`src/rtl/instqueue_param.sv`:
```
// instqueue_param: IF -> dispatch instruction FIFO of {inst, pc, pred}; optional empty-queue bypass under INSTQ_BYPASS_EN.
// Latency 1 cycle (0 with bypass); IF stalls while if_rdy is low (full/flush), head holds until rs_rdy.
module instqueue_param #(
   parameter int XLEN = 32,
   parameter int DEPTH = 16,
   localparam int ADDR_W = $clog2(DEPTH)
) (
   input  logic              clk_in,
   input  logic              rst_in,
   input  logic              rdy_in,
   input  logic              if_instqueue_en_in,
   input  logic [31:0]       if_instqueue_inst_in,
   input  logic [XLEN-1:0]   if_instqueue_pc_in,
   input  logic              if_instqueue_pred_in,
   output logic              instqueue_if_rdy_out,
   output logic              instqueue_rs_en_out,
   output logic [31:0]       instqueue_rs_inst_out,
   output logic [XLEN-1:0]   instqueue_rs_pc_out,
   output logic              instqueue_rs_pred_out,
   input  logic              rs_instqueue_rdy_in,
   input  logic              rob_instqueue_rst_in,
   output logic [ADDR_W:0]   instqueue_cnt_out
);

   typedef struct packed {
      logic [31:0]     inst;
      logic [XLEN-1:0] pc;
      logic            pred;
   } entry_t;

   entry_t          mem [DEPTH];
   logic [ADDR_W:0] head;
   logic [ADDR_W:0] tail;
   logic            empty;
   logic            full;
   logic            flush;
   logic            vld;
   logic            push;
   logic            pop;
   logic            wr;
   logic            byp_take;
   entry_t          in_ent;
   entry_t          head_ent;

   assign in_ent = '{inst: if_instqueue_inst_in, pc: if_instqueue_pc_in, pred: if_instqueue_pred_in};

   // Pointers carry an extra wrap bit so full and empty are distinguishable.
   assign empty = (head == tail);
   assign full  = (head[ADDR_W-1:0] == tail[ADDR_W-1:0]) && (head[ADDR_W] != tail[ADDR_W]);
   assign flush = rdy_in && rob_instqueue_rst_in;

`ifdef INSTQ_BYPASS_EN
   logic byp;
   assign byp      = rdy_in && empty && !flush && if_instqueue_en_in;
   assign vld      = (!empty || byp) && !flush;
   assign byp_take = byp && rs_instqueue_rdy_in;
   assign head_ent = byp ? in_ent : mem[head[ADDR_W-1:0]];
`else
   assign vld      = !empty && !flush;
   assign byp_take = 1'b0;
   assign head_ent = mem[head[ADDR_W-1:0]];
`endif

   assign push = rdy_in && !flush && if_instqueue_en_in && !full;
   // A bypassed entry consumed in the same cycle never occupies a slot.
   assign wr   = push && !byp_take;
   assign pop  = rdy_in && vld && rs_instqueue_rdy_in && !empty;

   always_ff @(posedge clk_in) begin
      if (rst_in) begin
         head <= '0;
         tail <= '0;
      end else if (rdy_in) begin
         if (flush) begin
            head <= '0;
            tail <= '0;
         end else begin
            if (wr)  tail <= tail + (ADDR_W+1)'(1);
            if (pop) head <= head + (ADDR_W+1)'(1);
         end
      end
   end

   always_ff @(posedge clk_in) begin
      if (!rst_in && wr) mem[tail[ADDR_W-1:0]] <= in_ent;
   end

   assign instqueue_if_rdy_out  = !full && !flush;
   assign instqueue_rs_en_out   = vld;
   assign instqueue_rs_inst_out = vld ? head_ent.inst : '0;
   assign instqueue_rs_pc_out   = vld ? head_ent.pc   : '0;
   assign instqueue_rs_pred_out = vld ? head_ent.pred : 1'b0;
   assign instqueue_cnt_out     = tail - head;

endmodule
```
`config.mk`:
```
export PLATFORM = sky130hd
export DESIGN_NAME = instqueue_param
export DESIGN_NICKNAME = d
export VERILOG_FILES = /design/src/rtl/instqueue_param.sv
export SDC_FILE = /design/constraint.sdc
export NUM_CORES = 1
export LEC_CHECK = 0
export BUFFER_PORTS_ARGS = -buffer_cell sky130_fd_sc_hd__buf_2
export CAP_MARGIN = 10
export CORE_MARGIN = 5
export CORE_UTILIZATION = 58
export CTS_BUF_LIST = sky130_fd_sc_hd__clkbuf_8
export CTS_CLUSTER_DIAMETER = 150
export DETAILED_ROUTE_END_ITERATION = 12
export PLACE_DENSITY = 0.78
export SYNTH_ARGS = -nofsm -noshare
export SYNTH_HDL_FRONTEND = slang
export SYNTH_SLANG_ARGS = --single-unit
```
`constraint.sdc`:
```
create_clock -name clk_in -period 7 [get_ports clk_in]
set_clock_uncertainty 0.15 [all_clocks]
set_input_delay 0.35 -clock clk_in [delete_from_list [all_inputs] [get_ports clk_in]]
set_output_delay 0.35 -clock clk_in [all_outputs]
set_load 0.005 [all_outputs]
```
==> results.sh <==
export IMPL_outcome="completed"
export IMPL_slowest_stage="dfxtp_4"
export IMPL_yosysWarnings=0
export IMPL_synth_most_common_cell="edfxtp_1"
export IMPL_synth_area_leaders="edfxtp_1 (77%), mux4_2 (14%), mux2_2 (1.8%), mux2i_1 (1.7%), o21ai_1 (0.79%)"
export IMPL_cp_start_kind="flop"
export IMPL_syn_area_per_cell_um2=22.92
export IMPL_synth_seq_area_share_pct=78.01
export IMPL_synth_cells=1762
export IMPL_port_buffers=142
export IMPL_drtPass1Iterations=5
export IMPL_finalCriticalPeriod_ns=4.363
export IMPL_synthToLayoutAreaGrowth_pct=13.58
export IMPL_setup_violations_final=0
export IMPL_max_freq_mhz=229.2
export IMPL_report_power_total_mw=11.75
export IMPL_nets=2155
export IMPL_start_util_pct=58.69
export IMPL_worstMarginPinSlew_ns=1.207
export IMPL_synth_cell_type_count=40
export IMPL_grt_ovfl_total=0
export IMPL_final_area_um2=45880
export IMPL_critPathBufInv=2
export IMPL_ir_drop_uv=199.1
export IMPL_worstSetupPathType="reg2out"
export IMPL_ys_async_sr_fraction_pct=0
export IMPL_grt_pass1_wl_mm=123.6
export IMPL_crit_family="buffers and inverters"
export IMPL_path_max_fanout=114
export IMPL_cts_tree="yes"
export IMPL_cp_cell_sequence="buf_12, mux4_2, mux2_2, nand2_1, o21ai_1, buf_2"
export IMPL_slew_violations=0
export IMPL_core_um2=68830
export IMPL_synth_fp_nets=1843
export IMPL_ys_top_cells_by_count="edfxtp_1 (1040), mux4_2 (260), nand2_1 (73)"
export IMPL_cts_sinks=1054
export IMPL_dp_hpwl_mm=41.74
export IMPL_gp_congestion=0.8168
export IMPL_cp_arrival_ns=3.86
export IMPL_rows=96
export IMPL_ant_nets=0
export IMPL_drt_iter0_drc=1766
export IMPL_die_area_um2=75020
export IMPL_syn_cell_area_um2=40390
export IMPL_htree_levels=4
export IMPL_grtUsageTotal_pct=22.08
export IMPL_fp_dieW_um=273.9
export IMPL_chipHeight_um=273.9
export IMPL_slew_headroom_pct=19.56
export IMPL_setup_ws_ns=2.637
export IMPL_p_leak_nw=14.28
export IMPL_drt_total_wl_mm=80.70
export IMPL_p_per_area_nw_per_um2=256.0
export IMPL_cp_end_kind="primary output"
export IMPL_root_buffer="clkbuf_8"
export IMPL_dpl_cell_area_um2=42220
export IMPL_vias_per_cell=6.018
export IMPL_ys_ff_latch=1054
export IMPL_hold_path_class="in2reg"
export IMPL_nFillCells=4164
export IMPL_clock_latency_ns=0.77
export IMPL_yosysTopAreaCell="edfxtp_1"
export IMPL_drive_gt1_share_pct=32.27
export IMPL_final_period_utilization_pct=62.33
export IMPL_synth_top_flop_cell="edfxtp_1"
export IMPL_drc=0
export IMPL_via_count=18810
export IMPL_clk_pin_slew_ns=0.06
export IMPL_max_clock_path_buffers=3
export IMPL_cts_inserted_buffers=156
export IMPL_cap_violations=0
export IMPL_grt_max_degree=131
export IMPL_first_global_vias=20230
export IMPL_dp_slack_ns=2.789
export IMPL_setup_tns_ns=0
export IMPL_synth_edf_count=1040
export IMPL_final_hold_violation_count=0
export IMPL_fin_util_pct=66.66
export IMPL_cp_required_ns=6.50
export IMPL_grt_setup_unrepaired="false"
export IMPL_netlist_area_leader_share_pct=77.31
export IMPL_io_pin_count=143
export IMPL_antenna_found_initial=3
export IMPL_max_stage_delay_ns=0.83
export IMPL_routedWlPerCell_um=25.82
==> cells in the final DEF (no fill, tap or decap), types with 16 or more instances in the layout <==
cell	instances
buf_2	142
buf_4	20
edfxtp_1	1040
o21ai_1	64
mux2i_1	67
dlygate4sd3_1	77
nand2_1	73
mux2_2	64
clkinv_1	39
clkbuf_8	162
clkinv_2	16
inv_1	54
mux4_2	260
==> final cells by class <==
| cell class | instances | area, um2 | area share, % |
|---|---|---|---|
| Multi-Input combinational cell | 609 | 8538 | 18.61 |
| Sequential cell | 1054 | 31520 | 68.71 |
| Inverter | 9 | 33.78 | 0.07363 |
| Clock inverter | 116 | 656.9 | 1.432 |
| Clock buffer | 162 | 2230 | 4.860 |
| Tap cell | 931 | 1165 | 2.539 |
| Timing Repair Buffer | 244 | 1732 | 3.774 |
| Antenna cell | 1 | 2.502 | 0.005454 |
==> worst paths after layout <==
| path | start | to | slack, ns | depth (start not counted) |
|---|---|---|---|---|
| max | flop | instqueue_rs_inst_out[26] | 2.64 | 6 |
| min | if_instqueue_inst_in[2] | mem[11][35] | 0.34 | 2 |
| max reg2reg | tail[2] | mem[14][57] | 2.68 | 6 |
| min reg2reg | head[3] | head[3] | 0.42 | 2 |
==> report_power, final <==
group          leakage [nW]  internal (mW)  switching, mW
clock                  1.64           2.34           2.25
sequential             9.46           6.94        0.00268
combinational          3.18         0.0746          0.146
==> worst reg2reg max path, delay by kind of cell (launching register included) <==
family | cells | cell delay, ns
flops | 1 | 0.63
compound gates | 1 | 0.54
simple gates | 3 | 1.40
buf+inv | 1 | 0.74
fa+ha+maj | 1 | 0.40
==> through the flow <==
step / hold slack (ns) / cells
2_1_floorplan: 0.2989 / 1762
3_3_place_gp: 0.3716 / 2770
3_5_place_dp: 0.3887 / 2770
4_1_cts: 0.2556 / 3125
5_1_grt: 0.3005 / 3126
6_report: 0.3369 / 3126
==> logic make-up after synthesis <==
| kind of cell | count (synthesis) | synth area share, % |
|---|---|---|
| AND/OR/NAND/NOR | 112 | 1.137 |
| XOR/XNOR | 10 | 0.2354 |
| AO/OA/AOI/OAI | 86 | 1.186 |
| multiplexers | 391 | 17.94 |
| buffers and inverters | 99 | 1.165 |
| flip-flops | 1054 | 78.01 |
| adder cells (fa/ha/maj) | 10 | 0.3283 |
==> routing by layer <==
| metal | share of wire (%) | global-route usage [%] | vias up |
|---|---|---|---|
| li1 | - | - | 8053 |
| met1 | 39 | 30.51 | 9849 |
| met2 | 52 | 36.95 | 800 |
| met3 | 7.5 | 4.393 | 108 |
| met4 | 1.7 | 5.907 | 2 |
| met5 | 0.016 | 0 | - |
==> sequential cells by signal, summed over array words and instances, names as in the netlist, named ones only <==
name  count
mem    1040
head      5
tail      5
==> what timing repair did <==
item                                   in CTS  in global routing
setup endpoints to repair                   0                  0
endpoints found under the hold margin    1054                  0
setup buffers                               0                  0
resized for setup                           0                  0
hold buffers                               77                  0
Power figures use the tool's default switching activity.
